$ cat src/rtl/cpu_ctrl_pkg.sv
// cpu_ctrl_pkg: shared definitions for the multicycle MIPS control unit.
// Holds the FSM state enum, opcode/funct constants, every datapath mux-select
// encoding (the datapath muxes import the same constants), the bundled control
// word struct and the DECODE dispatch helper.
package cpu_ctrl_pkg;

    typedef enum logic [4:0] {
        S_RST, S_FETCH0, S_FETCH1, S_IRLD, S_DECODE,
        S_EXEC_R, S_WB_R, S_JR,
        S_EXEC_I, S_WB_I,
        S_ADDR, S_MRD0, S_MRD1, S_WB_LW, S_MWR,
        S_BRANCH, S_JUMP, S_LUI,
        S_EXC_OP, S_EXC_OVF, S_EXC_W, S_EXC_J
    } state_t;

    // Opcodes (IR[31:26]) and R-type functs (IR[5:0])
    localparam logic [5:0] OP_RTYPE = 6'h00;
    localparam logic [5:0] OP_ADDI  = 6'h08;
    localparam logic [5:0] OP_LW    = 6'h23;
    localparam logic [5:0] OP_SW    = 6'h2B;
    localparam logic [5:0] OP_BEQ   = 6'h04;
    localparam logic [5:0] OP_BNE   = 6'h05;
    localparam logic [5:0] OP_J     = 6'h02;
    localparam logic [5:0] OP_LUI   = 6'h0F;
    localparam logic [5:0] FN_ADD   = 6'h20;
    localparam logic [5:0] FN_SUB   = 6'h22;
    localparam logic [5:0] FN_AND   = 6'h24;
    localparam logic [5:0] FN_JR    = 6'h08;

    // Mux-select encodings
    localparam logic [1:0] IORD_PC     = 2'b00;
    localparam logic [1:0] IORD_ALUOUT = 2'b01;
    localparam logic [1:0] IORD_VEC    = 2'b10;
    localparam logic [1:0] EXC_VEC_OP  = 2'b00;  // vector 253
    localparam logic [1:0] EXC_VEC_OVF = 2'b01;  // vector 254
    localparam logic [2:0] SW_RT       = 3'b000;
    localparam logic [2:0] SW_RD       = 3'b001;
    localparam logic [2:0] SW_R29      = 3'b010;
    localparam logic [3:0] SD_ALUOUT   = 4'b0000;
    localparam logic [3:0] SD_LS       = 4'b0001;
    localparam logic [3:0] SD_SL16     = 4'b0010;
    localparam logic [3:0] SD_C227     = 4'b0011;
    localparam logic [1:0] ALUA_PC     = 2'b00;
    localparam logic [1:0] ALUA_A      = 2'b01;
    localparam logic [1:0] ALUB_B      = 2'b00;
    localparam logic [1:0] ALUB_4      = 2'b01;
    localparam logic [1:0] ALUB_SE     = 2'b10;
    localparam logic [1:0] ALUB_SL2    = 2'b11;
    localparam logic [2:0] ALU_PASS    = 3'b000;
    localparam logic [2:0] ALU_ADD     = 3'b001;
    localparam logic [2:0] ALU_SUB     = 3'b010;
    localparam logic [2:0] ALU_AND     = 3'b011;
    localparam logic [2:0] ALU_CMP     = 3'b111;
    localparam logic [2:0] PCS_ALU     = 3'b000;
    localparam logic [2:0] PCS_ALUOUT  = 3'b001;
    localparam logic [2:0] PCS_JUMP    = 3'b010;
    localparam logic [2:0] PCS_LS      = 3'b011;
    localparam logic [1:0] LS_WORD     = 2'b00;
    localparam logic [1:0] LS_BYTE     = 2'b10;
    localparam logic [1:0] SS_WORD     = 2'b00;

    // Full control word driven by the FSM, one field per output port
    typedef struct packed {
        logic [1:0] iord;
        logic [1:0] excp;
        logic       mem_write;
        logic       ir_write;
        logic       reg_write;
        logic       ab_write;
        logic [2:0] src_write;
        logic [3:0] src_data;
        logic [1:0] alu_a;
        logic [1:0] alu_b;
        logic [2:0] alu_ctl;
        logic       alu_out;
        logic [2:0] pc_src;
        logic       pc_write;
        logic       epc;
        logic [1:0] ls;
        logic [1:0] ss;
    } ctrl_t;

    // Where DECODE goes next; anything not recognised traps as invalid opcode.
    function automatic state_t decode_dispatch(input logic [5:0] op, input logic [5:0] fn);
        state_t s;
        s = S_EXC_OP;
        case (op)
            OP_RTYPE: begin
                if (fn == FN_ADD || fn == FN_SUB || fn == FN_AND) s = S_EXEC_R;
                else if (fn == FN_JR)                             s = S_JR;
            end
            OP_ADDI:         s = S_EXEC_I;
            OP_LW, OP_SW:    s = S_ADDR;
            OP_BEQ, OP_BNE:  s = S_BRANCH;
            OP_J:            s = S_JUMP;
            OP_LUI:          s = S_LUI;
            default:         s = S_EXC_OP;
        endcase
        return s;
    endfunction

endpackage

$ cat src/rtl/control_unit.sv
// control_unit: multicycle MIPS control FSM.
// Sequences fetch / decode / execute / memory / write-back for the cpu_MIPS
// datapath and handles the invalid-instruction and overflow traps.
// Ports:
//   clk, reset        - clock, synchronous active-high reset
//   opcode, funct     - IR[31:26], IR[5:0]
//   O, EQ             - ALU overflow and equality flags
//   iord .. ssControl - datapath mux selects and write enables (Moore,
//                       except pcWrite in BRANCH which follows EQ)
module control_unit
    import cpu_ctrl_pkg::*;
(
    input  logic       clk,
    input  logic       reset,
    input  logic [5:0] opcode,
    input  logic [5:0] funct,
    input  logic       O,
    input  logic       EQ,
    output logic [1:0] iord,
    output logic [1:0] excpControl,
    output logic       memWrite,
    output logic       irWrite,
    output logic       regWrite,
    output logic       abWrite,
    output logic [2:0] srcWrite,
    output logic [3:0] srcData,
    output logic [1:0] aluScrcA,
    output logic [1:0] aluScrcB,
    output logic [2:0] aluControl,
    output logic       aluOutControl,
    output logic [2:0] pcSource,
    output logic       pcWrite,
    output logic       epcControl,
    output logic [1:0] lsControl,
    output logic [1:0] ssControl
);

    state_t state, next_state;
    // held: reset was sampled high at the last edge. The FSM sits in RST with
    // every output forced low until one edge sees reset low; RST then gets its
    // own cycle to initialise reg 29.
    logic   held;
    // Remembers which trap is in flight so EXC_W keeps the vector select stable
    // for the second cycle of the synchronous memory read.
    logic   exc_ovf_q;
    ctrl_t  c;

    always_ff @(posedge clk) begin
        if (reset) begin
            state     <= S_RST;
            held      <= 1'b1;
            exc_ovf_q <= 1'b0;
        end else begin
            state <= next_state;
            held  <= 1'b0;
            if (state == S_EXC_OP)       exc_ovf_q <= 1'b0;
            else if (state == S_EXC_OVF) exc_ovf_q <= 1'b1;
        end
    end

    always_comb begin
        next_state = state;
        case (state)
            S_RST:     next_state = held ? S_RST : S_FETCH0;
            S_FETCH0:  next_state = S_FETCH1;
            S_FETCH1:  next_state = S_IRLD;
            S_IRLD:    next_state = S_DECODE;
            S_DECODE:  next_state = decode_dispatch(opcode, funct);
            // and cannot overflow; only add/sub trap
            S_EXEC_R:  next_state = (O && funct != FN_AND) ? S_EXC_OVF : S_WB_R;
            S_EXEC_I:  next_state = O ? S_EXC_OVF : S_WB_I;
            S_ADDR:    next_state = (opcode == OP_LW) ? S_MRD0 : S_MWR;
            S_MRD0:    next_state = S_MRD1;
            S_MRD1:    next_state = S_WB_LW;
            S_EXC_OP,
            S_EXC_OVF: next_state = S_EXC_W;
            S_EXC_W:   next_state = S_EXC_J;
            default:   next_state = S_FETCH0;  // all single-cycle tails
        endcase
    end

    always_comb begin
        c = '0;
        if (!held) begin
            case (state)
                S_RST: begin
                    c.src_write = SW_R29;
                    c.src_data  = SD_C227;
                    c.reg_write = 1'b1;
                end
                S_FETCH0: c.iord = IORD_PC;
                S_FETCH1: begin
                    c.alu_a    = ALUA_PC;
                    c.alu_b    = ALUB_4;
                    c.alu_ctl  = ALU_ADD;
                    c.pc_src   = PCS_ALU;
                    c.pc_write = 1'b1;
                end
                S_IRLD: c.ir_write = 1'b1;
                S_DECODE: begin
                    // Branch target computed speculatively into ALUOut
                    c.ab_write = 1'b1;
                    c.alu_a    = ALUA_PC;
                    c.alu_b    = ALUB_SL2;
                    c.alu_ctl  = ALU_ADD;
                    c.alu_out  = 1'b1;
                end
                S_EXEC_R: begin
                    c.alu_a   = ALUA_A;
                    c.alu_b   = ALUB_B;
                    c.alu_ctl = (funct == FN_SUB) ? ALU_SUB :
                                (funct == FN_AND) ? ALU_AND : ALU_ADD;
                    c.alu_out = 1'b1;
                end
                S_WB_R: begin
                    c.src_write = SW_RD;
                    c.reg_write = 1'b1;
                end
                S_JR: begin
                    c.alu_a    = ALUA_A;
                    c.alu_ctl  = ALU_PASS;
                    c.pc_src   = PCS_ALU;
                    c.pc_write = 1'b1;
                end
                S_EXEC_I, S_ADDR: begin
                    c.alu_a   = ALUA_A;
                    c.alu_b   = ALUB_SE;
                    c.alu_ctl = ALU_ADD;
                    c.alu_out = 1'b1;
                end
                S_WB_I: begin
                    c.src_write = SW_RT;
                    c.reg_write = 1'b1;
                end
                S_MRD0, S_MRD1: c.iord = IORD_ALUOUT;
                S_WB_LW: begin
                    c.src_data  = SD_LS;
                    c.ls        = LS_WORD;
                    c.src_write = SW_RT;
                    c.reg_write = 1'b1;
                end
                S_MWR: begin
                    c.iord      = IORD_ALUOUT;
                    c.mem_write = 1'b1;
                    c.ss        = SS_WORD;
                end
                S_BRANCH: begin
                    c.alu_a    = ALUA_A;
                    c.alu_b    = ALUB_B;
                    c.alu_ctl  = ALU_CMP;
                    c.pc_src   = PCS_ALUOUT;
                    c.pc_write = (opcode == OP_BEQ) ? EQ : !EQ;
                end
                S_JUMP: begin
                    c.pc_src   = PCS_JUMP;
                    c.pc_write = 1'b1;
                end
                S_LUI: begin
                    c.src_data  = SD_SL16;
                    c.src_write = SW_RT;
                    c.reg_write = 1'b1;
                end
                S_EXC_OP, S_EXC_OVF: begin
                    // EPC <- PC - 4 while the vector byte address goes out
                    c.alu_a   = ALUA_PC;
                    c.alu_b   = ALUB_4;
                    c.alu_ctl = ALU_SUB;
                    c.epc     = 1'b1;
                    c.iord    = IORD_VEC;
                    c.excp    = (state == S_EXC_OVF) ? EXC_VEC_OVF : EXC_VEC_OP;
                end
                S_EXC_W: begin
                    c.iord = IORD_VEC;
                    c.excp = exc_ovf_q ? EXC_VEC_OVF : EXC_VEC_OP;
                end
                S_EXC_J: begin
                    c.ls       = LS_BYTE;
                    c.pc_src   = PCS_LS;
                    c.pc_write = 1'b1;
                end
                default: c = '0;
            endcase
        end
    end

    assign iord          = c.iord;
    assign excpControl   = c.excp;
    assign memWrite      = c.mem_write;
    assign irWrite       = c.ir_write;
    assign regWrite      = c.reg_write;
    assign abWrite       = c.ab_write;
    assign srcWrite      = c.src_write;
    assign srcData       = c.src_data;
    assign aluScrcA      = c.alu_a;
    assign aluScrcB      = c.alu_b;
    assign aluControl    = c.alu_ctl;
    assign aluOutControl = c.alu_out;
    assign pcSource      = c.pc_src;
    assign pcWrite       = c.pc_write;
    assign epcControl    = c.epc;
    assign lsControl     = c.ls;
    assign ssControl     = c.ss;

endmodule

$ cat config.mk
export PLATFORM = sky130hd
export DESIGN_NAME = control_unit
export DESIGN_NICKNAME = d
export VERILOG_FILES = /design/src/rtl/cpu_ctrl_pkg.sv /design/src/rtl/control_unit.sv
export SDC_FILE = /design/constraint.sdc
export NUM_CORES = 1
export LEC_CHECK = 0
export BUFFER_PORTS_ARGS = -buffer_cell sky130_fd_sc_hd__buf_2
export CAP_MARGIN = 5
export CORE_MARGIN = 1
export CORE_UTILIZATION = 49
export CTS_BUF_LIST = sky130_fd_sc_hd__clkbuf_2
export DETAILED_ROUTE_END_ITERATION = 10
export MAX_ROUTING_LAYER = met4
export PLACE_DENSITY = 0.85
export SLEW_MARGIN = 20
export SYNTH_ARGS = -nofsm -noshare
export SYNTH_HDL_FRONTEND = slang
export SYNTH_SLANG_ARGS = --single-unit
$ cat constraint.sdc
create_clock -name clk -period 1.8 [get_ports clk]
set_input_delay 0 -clock clk [delete_from_list [all_inputs] [get_ports clk]]
set_output_delay 0 -clock clk [all_outputs]
set_load 0.01 [all_outputs]
# Word-level counts from Yosys, hierarchy flattened
# Index checks and enable logic that the tools add are counted.
# word_totals
input_bits,16
latchBits,0
memories,0
output_inout_bits,32
mem_bits_ro,0
ramBits,0
ff_bits,7
# op_classes
n_mux,30
magnitude_cmp,0
bitwise_logic,0
eq_ne,33
n_mul,0
n_div,0
reduce_logical,19
shift,0
addsub,0
# op_table
op,n
$pmux 5 s12,1
$eq 5x4->1 const B,8
$mux 32,1
$eq 5x5->1 const B,6
$eq 6x6->1 const B,5
$pmux 5 s6,1
$pmux 3 s4,2
$eq 5x3->1 const B,4
$mux 5,4
$eq 6x4->1 const B,3
$eq 6x3->1 const B,2
$mux 1,12
$pmux 2 s3,2
$reduce_or 2->1,6
$eq 5x2->1 const B,2
$reduce_or 5->1,2
$reduce_or 3->1,3
$pmux 2 s2,2
$reduce_or 4->1,2
$eq 6x2->1 const B,1
$logic_not 6->1,1
$mux 2,3
$ne 6x6->1 const B,1
$eq 5x1->1 const B,1
6 further kinds,7

# Longest topological paths before layout
# depth
word_depth,6
depth_mapped,7
mapped_depth_nobuf,5

# Worst setup path before layout
# No wires, ideal clock.
# synth_path
path_type,register to register
startpoint,reg state[1]
endpoint,reg state[0]
setup_ns,0.074
path_slack_ns,0.247
n_path_buf,2
t_required_ns,1.726
stages_incl_launch_ff,8
t_arrival_ns,1.479
period_less_slack_ns,1.553
cell_sequence,dfxtp_1 buf_6 or2_1 clkbuf_2 or3_4 nor4_2 nor3_1 a31oi_1
# synth_between
elab_chain_cells,3
word_cells_on_any_way,15
cone_classes,eq/ne: 12; mux: 1; reduce/logical: 2
# synth_lines
item,line_no,source
start: declaration,control_unit.sv:38,"state_t state, next_state;"
start signal: assignment,control_unit.sv:54,state <= next_state;
$eq 5x5->1,control_unit.sv:63,case (state)
$reduce_or 2->1,control_unit.sv:63,
$pmux 5 s12 *,control_unit.sv:63,
# Every way passes the cells marked *; elsewhere a longest branch is shown, timed or not.
# A chain may end at the register's enable or synchronous reset.

# Final worst setup path
# layout_path
startpoint,reg state[3]
endpoint,out regWrite
# layout_between
elab_chain_cells,4
word_cells_on_any_way,8
cone_classes,eq/ne: 4; mux: 2; reduce/logical: 2
# layout_lines
item,line_no,source
"$eq 5x5->1, or another cell as far along",control_unit.sv:85,case (state)
$reduce_or 5->1 (no line) *,n/a,
$mux 1 *,control_unit.sv:85,
$mux 32 *,control_unit.sv:84,if (!held) begin
end: declaration,control_unit.sv:23,"output logic regWrite,"
# Marked as above.

==> results.toml <==
[status]
outcome = "completed"

[routing]
drc = 0
firstDrtPassIters = 4
via_count = 1476
ant_nets = 0
post_drt_via_cell_ratio = 6.18
wl_um = 3440
drtIter0Drc = 97
wl_per_cell_um = 14.4

[global_routing]
grt_overflow_total = 0
antenna_found_initial = 0
grt_pass1_wl_um = 5490
grt_pass1_vias = 1295
gr-usage-all-layers_pct = 29.3
grt_max_degree = 20

[pwr]
ir_drop_mv = 0.440
p_per_area_nw_per_um2 = 461
leakagePower_nw = 0.625

[placed_design]
place_ws_ns = 0.0920
place_hpwl_um = 2640
place_inst = 234
io_buffers = 38
globalplace.congestion = 0.932
placed_area_um2 = 1320

[floorplanning]
coreArea_um2 = 2040
dieHeight_um = 49.4
rows = 16
start_util_pct = 53.9
die-width_um = 49.4
io_pins = 48
die-area_um2 = 2440

[logic_synthesis]
synth_ff_type = "dfxtp_1"
seq_area_frac_synth_pct = 12.7
synth.top_cell.area_share_pct = 12.7
synth_area_um2 = 1100
ys_ff_latch = 7
syn_inst = 171
ys_types = 50
synth_edf_count = 0
yosys_warnings = 0
synth_area_leader_cell = "dfxtp_1"
yosys-top-cells-area = "dfxtp_1 (13%), a21oi_1 (6.8%), buf_4 (6.1%), nor2_1 (5.8%), nor3_1 (5.0%)"
async_flop_share_pct = 0
syn-mean-instance-area_um2 = 6.44

[clocking]
cts_buffers = 3
cts.reportedPaths.clkPinSlew_ns = 0.09
cts_tree = "built"
clk_path_buf_depth = 2
root_buffer = "clkbuf_2"
worstSkewPairLatency_ns = 0.25
cts.sinks = 7
h-tree-depth = 1

[critical_path]
critPathArrivalTime_ns = 1.74
cp_cell_sequence = "buf_6 -> or3_4 -> a21oi_2 -> a31oi_1 -> o32a_1 -> nor2_1 -> buf_2"
max_stage_delay_ns = 0.38
cp.required_ns = 1.80
critPathMaxFanout = 12
endpoint_kind = "primary output"
worst_setup_path_start_kind = "flip-flop"
cp_slowest_cell = "dfxtp_4"
path_class = "flip-flop to primary output"

[layout]
stdcell_area_um2 = 1390
area_delta_synth_final_pct = 25.9
layout.cells.non_filler = 239
antennaDiodeCount = 0
nNetsFinal = 229
drive_gt1_share_pct = 33.0

[timing]
fin_setup_tns_ns = 0
min_period_ns = 1.74
final.setup_skew_ns = 0.0155
finalHoldViolations = 0
timing.final.setup_violations = 0
setup_ws_ns = 0.0611
slew_viol_final = 0
period_share_pct = 96.6
fmaxAchievable_mhz = 575

[hold_path]
holdCritPathClass = "primary input to flip-flop"

[run]
drv_cap = 0
per-layer routing:
layer  GRT usage (%)  part of all wire, %  routed length, um
met3            2.80                   11                383
met2            50.5                   49               1680
met1            32.9                   37               1280
met4            16.2                  3.0                102
met5               -                    0                  0
worst paths after layout:
kind                                        startpoint                endpoint  slack (ns)  cells past startpoint
worst min-delay path                                 O     state[4]$_SDFF_PP0_        0.12                      3
worst max-delay path               state[3]$_SDFF_PP0_                regWrite        0.06                      7
worst max register to register     state[1]$_SDFF_PP0_     state[4]$_SDFF_PP0_        0.13                      4
worst min register to register  exc_ovf_q$_SDFFE_PP0P_  exc_ovf_q$_SDFFE_PP0P_        0.50                      2
power breakdown:
| part | internal, mW | switching, mW | total [mW] |
|---|---|---|---|
| registers | 0.166 | 0.0315 | 0.197 |
| clock network | 0.0590 | 0.0640 | 0.123 |
| logic | 0.141 | 0.178 | 0.318 |
area by class of cell:
type | count | area (um2)
clock buffer | 4 | 20.0
fill | 181 | 656
inverter | 8 | 30.0
multi-input combinational | 141 | 851
sequential | 7 | 150
tap | 27 | 33.8
timing repair buffer | 52 | 302
kinds of logic (layout without fill, tap and decap cells):
group / after synthesis / in the layout / share of synthesized area [%]
simple gates: 76 / 76 / 37.8
mux: 1 / 1 / 0.909
flops: 7 / 7 / 12.7
compound gates: 50 / 50 / 29.5
buf+inv: 31 / 64 / 14.7
xor+xnor: 5 / 5 / 3.98
other cells: 1 / 9 / 0.341
synthesized netlist by cell type (3+ instances only):
library cell  number
nor2b_1            4
nand2b_1           6
a21oi_1           15
inv_1              8
o21ai_0            7
nand4b_1           3
nor2_1            17
nor4_1             3
dfxtp_1            7
buf_4              9
nor3_1            11
nand2_1           11
a31oi_1            6
buf_1              3
or2_2              4
and3_1             3
clkbuf_1           7
a21boi_0           4
or3_1              3
xnor2_1            3
per-stage QoR:
| stage | util [%] | power, mW | hold WS, ns |
|---|---|---|---|
| global placement | 64.7 | 0.482 | 0.150 |
| floorplan | - | 0.402 | 0.0277 |
| finish | 67.9 | 0.638 | 0.120 |
| global route | 67.9 | 0.679 | 0.126 |
| detailed placement | 64.7 | 0.493 | 0.154 |
| CTS | 66.2 | 0.619 | 0.102 |
state kept, by name, indices dropped and copies added, names as in the netlist:
| name | flops |
|---|---|
| state | 5 |
| exc_ovf_q | 1 |
| held | 1 |
worst max-delay path, delay by kind of cell, from the launching register on:
kind,cells,cell delay (ns)
and+or+nand+nor,2,0.44
AOI/OAI and AO/OA,3,0.40
DFF,1,0.38
buffers and inverters,2,0.29
repair_timing:
action	in CTS	in global routing
resized for setup	1	10
buffers inserted	0	0
endpoints found under the hold margin	3	0
pin swaps	0	1
setup endpoints to repair	3	7
hold buffers	1	0
placed cells by master, fill, tap and decap left out, types with 4 or more instances in the layout:
cell type  instances
nor2b_1            4
inv_1              8
nor2_1            17
clkbuf_2           4
nor3_1            11
conb_1             9
a21oi_1           14
buf_2             38
o21ai_0            7
nand2b_1           5
or2_2              4
nand2_1           11
a31oi_1            6
buf_4             12
a21boi_0           4
Power figures use the tool's default switching activity.
